[config.mk]
export PLATFORM = sky130hd
export DESIGN_NAME = line_sched
export DESIGN_NICKNAME = d
export VERILOG_FILES = /design/src/rtl/line_sched.sv
export SDC_FILE = /design/constraint.sdc
export NUM_CORES = 1
export LEC_CHECK = 0
export ABC_CLOCK_PERIOD_IN_PS = 2200
export CAP_MARGIN = 40
export CORE_MARGIN = 8
export CORE_UTILIZATION = 30
export DETAILED_ROUTE_END_ITERATION = 8
export HOLD_SLACK_MARGIN = 0.12
export SETUP_SLACK_MARGIN = 0.02
export SLEW_MARGIN = 0
export SYNTH_ARGS = -nofsm -noshare
export SYNTH_HDL_FRONTEND = slang
export SYNTH_SLANG_ARGS = --single-unit
[constraint.sdc]
create_clock -name clk -period 2.2 [get_ports clk]
set_input_delay 0.44 -clock clk [delete_from_list [all_inputs] [get_ports clk]]
set_output_delay 0.44 -clock clk [all_outputs]
set_load 0.03 [all_outputs]
[src/rtl/line_sched.sv]
// line_sched: shares the render-resource port between the HBLANK ray tracer and
// the VBLANK config loader, and emits per-line and per-frame sequencing pulses.
module line_sched #(
  parameter logic [9:0] H_VIEW = 10'd640,
  parameter logic [9:0] H_MAX  = 10'd799,
  parameter logic [9:0] V_VIEW = 10'd480,
  parameter logic [9:0] V_MAX  = 10'd524
) (
  input  logic       clk,
  input  logic       reset,
  input  logic [9:0] hpos,
  input  logic [9:0] vpos,
  input  logic       tr_req,
  input  logic       cfg_req,
  output logic       tr_gnt,
  output logic       cfg_gnt,
  output logic       tr_abort,
  output logic       cfg_abort,
  output logic       line_start,
  output logic [9:0] next_line,
  output logic       frame_end,
  output logic [7:0] overrun_count
);

  typedef enum logic [1:0] {
    IDLE  = 2'd0,
    TRACE = 2'd1,
    CFG   = 2'd2
  } state_t;

  state_t     state_q, state_d;
  logic       trace_win, cfg_win;
  logic       tr_gnt_q, cfg_gnt_q;
  logic       tr_abort_q, tr_abort_d;
  logic       cfg_abort_q, cfg_abort_d;
  logic       line_start_q, line_start_d;
  logic       frame_end_q, frame_end_d;
  logic [9:0] next_line_q, next_line_d;
  logic [7:0] overrun_q, overrun_d;

  // The tracer works in the HBLANK of every line whose successor is visible
  // (including the last VBLANK line, which prepares line 0).
  assign trace_win = (hpos >= H_VIEW) && (hpos <= H_MAX) &&
                     ((vpos < (V_VIEW - 10'd1)) || (vpos == V_MAX));
  assign cfg_win   = (vpos >= V_VIEW) && !((vpos == V_MAX) && (hpos >= H_VIEW));

  // Arbitration, window enforcement and sequencing next-state.
  always_comb begin
    state_d      = state_q;
    tr_abort_d   = 1'b0;
    cfg_abort_d  = 1'b0;
    overrun_d    = overrun_q;
    line_start_d = (hpos == H_VIEW) && trace_win;
    frame_end_d  = (hpos == 10'd0) && (vpos == V_VIEW);
    if (line_start_d) begin
      next_line_d = (vpos == V_MAX) ? 10'd0 : (vpos + 10'd1);
    end else begin
      next_line_d = next_line_q;
    end
    case (state_q)
      IDLE: begin
        if (tr_req && trace_win) begin
          state_d = TRACE;
        end else if (cfg_req && cfg_win) begin
          state_d = CFG;
        end else begin
          state_d = IDLE;
        end
      end
      TRACE: begin
        if (!tr_req) begin
          state_d = IDLE;
        end else if (!trace_win) begin
          state_d    = IDLE;
          tr_abort_d = 1'b1;
          overrun_d  = (overrun_q == 8'hFF) ? overrun_q : (overrun_q + 8'd1);
        end else begin
          state_d = TRACE;
        end
      end
      CFG: begin
        if (!cfg_req) begin
          state_d = IDLE;
        end else if (!cfg_win) begin
          state_d     = IDLE;
          cfg_abort_d = 1'b1;
        end else begin
          state_d = CFG;
        end
      end
      default: begin
        state_d = IDLE;
      end
    endcase
  end

  // State and registered outputs; reset drops any grant without an abort pulse.
  always_ff @(posedge clk) begin
    if (reset) begin
      state_q      <= IDLE;
      tr_gnt_q     <= 1'b0;
      cfg_gnt_q    <= 1'b0;
      tr_abort_q   <= 1'b0;
      cfg_abort_q  <= 1'b0;
      line_start_q <= 1'b0;
      frame_end_q  <= 1'b0;
      next_line_q  <= 10'd0;
      overrun_q    <= 8'd0;
    end else begin
      state_q      <= state_d;
      tr_gnt_q     <= (state_d == TRACE);
      cfg_gnt_q    <= (state_d == CFG);
      tr_abort_q   <= tr_abort_d;
      cfg_abort_q  <= cfg_abort_d;
      line_start_q <= line_start_d;
      frame_end_q  <= frame_end_d;
      next_line_q  <= next_line_d;
      overrun_q    <= overrun_d;
    end
  end

  assign tr_gnt        = tr_gnt_q;
  assign cfg_gnt       = cfg_gnt_q;
  assign tr_abort      = tr_abort_q;
  assign cfg_abort     = cfg_abort_q;
  assign line_start    = line_start_q;
  assign frame_end     = frame_end_q;
  assign next_line     = next_line_q;
  assign overrun_count = overrun_q;

endmodule

==> results of run 1 <==
## cell families (layout without fill, tap and decap cells)
kind of cell | Yosys count | in the layout | share of synthesized area
multiplexers | 4 | 4 | 0.0350
buffers and inverters | 7 | 87 | 0.0258
flip-flops | 26 | 26 | 0.383
adder cells (fa/ha/maj) | 3 | 3 | 0.0276
AND/OR/NAND/NOR | 77 | 77 | 0.342
AO/OA/AOI/OAI | 26 | 26 | 0.142
XOR/XNOR | 7 | 7 | 0.0451
## per-layer routing
metal,vias to the layer above,GRT usage
met5,-,0
met1,655,0.123
li1,709,-
met4,0,0.0495
met3,4,0.0332
met2,33,0.187
## repair_timing
action                     in CTS  in global routing
gates resized for setup         5                  5
setup buffers                   2                  2
cloned                          1                  0
pin swaps                       6                  2
setup endpoints to repair      17                  9
## layout by cell type, fill, tap and decap left out, types with 2 or more instances in the layout
master and instances:
nor3b_1 2, nor4b_1 2, nand2_1 7, nand4_1 7, nand3_1 10, ha_1 2, xnor2_1 5, or3_1 2
nor2b_2 2, a21oi_1 3, dfxtp_1 26, o21ai_0 10, nor4_1 2, nor2b_1 4, and4_1 3, clkbuf_8 4
nand2b_1 10, mux2_2 2, a211oi_1 2, a31o_2 2, nor3_1 3, xor2_1 2, dlygate4sd2_1 2, clkdlybuf4s50_1 45
buf_4 32, nor2_1 11, inv_1 2
## power by group through the flow
stage	logic (mW)	registers [mW]	clock network, mW
final	0.153	0.474	0.307
after global routing	0.165	0.475	0.339
after CTS	0.149	0.474	0.317
after detailed placement	0.148	0.485	0
after global placement	0.143	0.485	0
after floorplan	0.0483	0.488	0
## layout make-up
| type | instances | area (sq um) |
|---|---|---|
| Inverter | 2 | 7.51 |
| Multi-Input combinational cell | 117 | 833 |
| Timing Repair Buffer | 81 | 761 |
| Tap cell | 52 | 65.1 |
| Sequential cell | 26 | 520 |
| Fill cell | 398 | 2110 |
| Clock buffer | 4 | 55.1 |
## state kept, by name (all words and copies together), names as in the netlist
register / count
cfg_abort: 1
cfg_gnt: 1
frame_end: 1
line_start: 1
next_line: 10
overrun_count: 8
state_q: 2
tr_abort: 1
tr_gnt: 1
## critical path, stage by stage
cell and delay, ns:
clkdlybuf4s50_1 0.46, and4_4 0.20, or3_4 0.39, buf_4 0.15, a31oi_4 0.21, nor3_1 0.11
mux2_2 0.28
## per-stage QoR
stage	TNS [ns]	setup slack [ns]	util	cells	hold slack (ns)
6_report	0	0.118	0.515	282	0.472
5_1_grt	0	0.0261	0.515	282	0.497
4_1_cts	0	0.0877	0.506	280	0.475
3_5_place_dp	-6.55	-0.322	0.482	273	0.464
3_3_place_gp	-4.29	-0.239	0.482	273	0.461
2_1_floorplan	0	0.158	-	150	0.444
## worst max path at each step
stage	endpoint	depth (start not counted)	slack (ns)
2_1_floorplan	overrun_count[0]	6	0.16
3_5_place_dp	overrun_count[6]	9	-0.32
3_3_place_gp	overrun_count[0]	7	-0.24
4_1_cts	next_line[0]	8	0.09
5_1_grt	next_line[3]	11	0.03
6_report	overrun_count[5]	7	0.12
==> reports/metrics.yaml, run 1 <==
status: "completed"
drc: 0
worst_r2r_path_depth: 5
total_power_mw: 0.934
initial_core_util: 0.312
antenna_cells: 0
crit_fanout: 6
fin_skew_ns: 0.00108
cp-end-kind: "flop"
fmax_mhz: 480
max_cap_viol_count: 0
worstReg2RegEnd: "overrun_count[6]"
wl_met2_um: 1850
cts_tree: "built"
io_buffer_count: 47
root_buffer: "clkbuf_8"
tightest_slew_ns: 0.382
hold_viol_final: 0
yosysMostFrequentCell: "dfxtp_1"
synth_area_leader_cell: "dfxtp_1"
ys_top_cells_by_area: "dfxtp_1 (38%), nand2b_1 (4.6%), o21ai_0 (4.0%), nand3_1 (3.7%), nand4_1 (3.2%)"
drive_gt1_frac: 0.248
ctsHoldBuffers: 0
vias: 1401
h-tree-depth: 1
clkSinkCount: 26
synthToLayoutAreaGrowth_pct: 64.9
ys_types: 44
antenna_found_initial: 0
dp_hpwl_um: 3090
hp-start: "next_line[9]"
power.density_mw_per_mm2: 416
p_int_mw: 0.721
cts_buffers: 3
p_switching_mw: 0.213
gp_congestion: 0.896
synth-edff-count: 0
timing.final.crit_share: 0.946
yosys-top-cells-count: "dfxtp_1 (26), nor2_1 (11), o21ai_0 (11)"
required_ns: 2.36
drtPass1Iterations: 4
placementRows: 24
placed_area_sq_mm: 0.00210
grt_max_degree: 19
grt_pass1_wl_um: 6580
die_h_um: 83.3
period_minus_slack_ns: 2.08
routedWlPerCell_um: 13.9
yosys_register_bits: 26
yosysWarnings: 0
clkTransAtPathRegs_ns: 0.09
slew_headroom: 0.743
ys_seq_area_frac: 0.383
drv_slew: 0
peakVddDrop_v: 0.000267
cts_buffer_depth: 2
async_flop_share: 0
final_antenna_net_count: 0
first_global_vias: 1468
synth_fp_nets: 177
hold_class: "reg -> reg"
yosysTopAreaCellShare: 0.383
stdcell_area_sq_mm: 0.00224
gr-total-overflow: 0
r2r_slack_ns: 0.33
leakage_nw: 0.826
drt_wl_total_um: 3920
wl_met3_um: 223
cp.arrival_ns: 2.24
critPathKind: "in -> reg"
avgViaCountPerCell: 4.97
avgSynthCellArea_sq_um: 9.07
timing.rr.start: "overrun_count[5]"
switching_share: 0.228
holdPathEnd: "next_line[9]"
nets: 258
startpoint_type: "primary input"
topRoutingLayerUsed: "met4"
hold_path_depth: 1
p_seq_frac: 0.508
die_w_um: 83.3
cp-startpoint: "vpos[2]"
synth_area_sq_mm: 0.00136
clockPowerShare: 0.329
grt_usage: 0.110
dieArea_sq_mm: 0.00694
wl_met1_um: 1790
combPwrFrac: 0.163
synth_cells: 150
rsz0062_at_grt: "false"
setup_viol: 0
insertion_delay_ns: 0.27
drt_iter0_markers: 79
io_pins: 48
yosys_most_used_dff: "dfxtp_1"
coreArea_sq_mm: 0.00435
Power figures use the tool's default switching activity.
==> run 2, diff against run 1 <==
- CORE_ASPECT_RATIO: default -> 0.7
==> reports/metrics.yaml, run 2 (synthesized netlist as in run 1, its figures left out) <==
status: "completed"  # unchanged
dp_hpwl_um: 3200  # was 3090 um
clkSinkCount: 26  # unchanged
io_pins: 48  # unchanged
drv_slew: 0  # unchanged
tightest_slew_ns: 0.390  # was 0.382 ns
layout_setup_ws_ns: 0.110  # was 0.118 ns
crit_fanout: 5  # was 6
worst_path_max_delay_cell: "clkdlybuf4s50_1"  # unchanged
clkTransAtPathRegs_ns: 0.09  # about the same
worst_r2r_path_depth: 4  # was 5
required_ns: 2.40  # was 2.36 ns
placementRows: 20  # was 24
period_minus_slack_ns: 2.09  # was 2.08 ns
fin_skew_ns: 0.00140  # was 0.00108 ns
slew_headroom: 0.738  # was 0.743
root_buffer: "clkbuf_8"  # unchanged
hold_viol_final: 0  # unchanged
crit_path_end: "next_line[0]"  # was overrun_count[5]
mostFrequentLayoutCells: "clkdlybuf4s50_1 (45), buf_4 (29), dfxtp_1 (26)"  # was clkdlybuf4s50_1 (45), buf_4 (32), dfxtp_1 (26)
cts_buffers: 3  # unchanged
die_h_um: 72.3  # was 83.3 um
nFillCells: 399  # was 398
cp-end-kind: "flop"  # unchanged
antenna_found_initial: 0  # unchanged
drt_iter0_markers: 63  # was 79
stdcell_area_sq_mm: 0.00225  # was 0.00224 sq mm
placed_area_sq_mm: 0.00209  # was 0.00210 sq mm
initial_core_util: 0.312  # unchanged
grt_pass1_wl_um: 6330  # was 6580 um
gp_congestion: 0.870  # was 0.896
setup_viol: 0  # unchanged
r2r_slack_ns: 0.41  # was 0.33 ns
fmax_mhz: 479  # was 480 MHz
drc: 0  # unchanged
rsz0062_at_grt: "true"  # was false
cp.arrival_ns: 2.29  # was 2.24 ns
postLayoutCoreUtil: 0.518  # was 0.515
max_stage_delay_ns: 0.52  # was 0.46 ns
coreArea_sq_mm: 0.00435  # unchanged
crit_chain: "clkdlybuf4s50_1, nor3b_1, nand4_4, a311oi_4, buf_12, clkbuf_2, nand3_1, o21ai_0"  # was clkdlybuf4s50_1, and4_4, or3_4, buf_4, a31oi_4, nor3_1, mux2_2
avgViaCountPerCell: 4.91  # was 4.97
dieArea_sq_mm: 0.00698  # was 0.00694 sq mm
cp-startpoint: "vpos[9]"  # was vpos[2]
final_common_cell: "clkdlybuf4s50_1"  # unchanged
gr-total-overflow: 0  # unchanged
grt_usage: 0.113  # was 0.110
nets: 256  # was 258
total_power_mw: 1.03  # was 0.934 mW
cts_tree: "built"  # unchanged
vias: 1389  # was 1401
synthToLayoutAreaGrowth_pct: 65.7  # was 64.9%
regArea_sq_um: 520  # unchanged
timing.rr.start: "overrun_count[0]"  # was overrun_count[5]
routedWlPerCell_um: 14.3  # was 13.9 um
drtPass1Iterations: 4  # unchanged
io_buffer_count: 47  # unchanged
peakVddDrop_v: 0.000268  # was 0.000267 V
dpl_worst_slack_ns: -0.342  # was -0.322 ns
power.density_mw_per_mm2: 456  # was 416 mW/mm^2
timing.final.crit_share: 0.950  # was 0.946
antenna_cells: 0  # unchanged
drt_wl_total_um: 4030  # was 3920 um
largest_reg_flops: 10  # unchanged
cts_buffer_depth: 2  # unchanged
critPathKind: "in -> reg"  # unchanged
multi_input_area_sq_um: 847  # was 833 sq um
drive_gt1_frac: 0.241  # was 0.248
leakage_nw: 0.831  # was 0.826 nW
insertion_delay_ns: 0.27  # about the same
worstReg2RegEnd: "overrun_count[7]"  # was overrun_count[6]
die_w_um: 96.5  # was 83.3 um
hold_class: "reg -> reg"  # unchanged
h-tree-depth: 1  # unchanged
startpoint_type: "primary input"  # unchanged
ctsHoldBuffers: 0  # unchanged
max_cap_viol_count: 0  # unchanged
first_global_vias: 1375  # was 1468
final_antenna_net_count: 0  # unchanged
timing.hold.ws_ns: 0.477  # was 0.472 ns
grt_max_degree: 20  # was 19
run 2: layout make-up:
type                            instances  share of cell area
Inverter                                2             0.00333
Multi-Input combinational cell        117               0.376
Clock buffer                            3              0.0183
Tap cell                               55              0.0305
Timing Repair Buffer                   79               0.328
Sequential cell                        26               0.231
Clock inverter                          1              0.0133
run 2: layer usage:
| layer | GRT usage | vias up | part of all wire |
|---|---|---|---|
| met3 | 0.0299 | 2 | 0.068 |
| met2 | 0.177 | 43 | 0.45 |
| met4 | 0.0284 | 0 | 0.0067 |
| li1 | - | 707 | - |
| met1 | 0.148 | 637 | 0.47 |
| met5 | 0 | - | 0 |
run 2: how the worst min path moves through the flow:
stage	to	start	slack (ns)	cells after the start
finish	next_line[5]	next_line[5]	0.48	2
global route	next_line[8]	next_line[8]	0.50	2
CTS	next_line[5]	next_line[5]	0.48	2
detailed placement	next_line[5]	next_line[5]	0.47	2
global placement	state_q[0]	state_q[1]	0.46	1
floorplan	state_q[0]	state_q[1]	0.44	1
run 2: worst max-delay path: cells and delay by family:
kind	cells	cell delay (ns)
simple gates	3	0.65
compound gates	2	0.38
buf+inv	3	0.82
run 2: timing repair:
action,CTS,global route
endpoints found under the setup margin,19,16
setup buffers,0,4
gates cloned,0,0
resized for setup,3,10
pin swaps,2,1
run 2: metrics by stage:
stage          TNS (ns)  std cells
2_1_floorplan         0        150
3_3_place_gp      -4.63        275
3_5_place_dp      -6.41        275
4_1_cts               0        279
5_1_grt          -0.168        283
6_report              0        283
run 2: power by group:
part | total, mW | switching [mW] | internal, mW
Sequential | 0.474 | 0.00165 | 0.473
Clock | 0.401 | 0.157 | 0.243
Combinational | 0.153 | 0.0663 | 0.0869
==> run 3, diff against run 2 <==
- SLEW_MARGIN: 0 -> 20
==> results of run 3 <==
The final DEF is identical to that of run 2; final timing and power are the same.
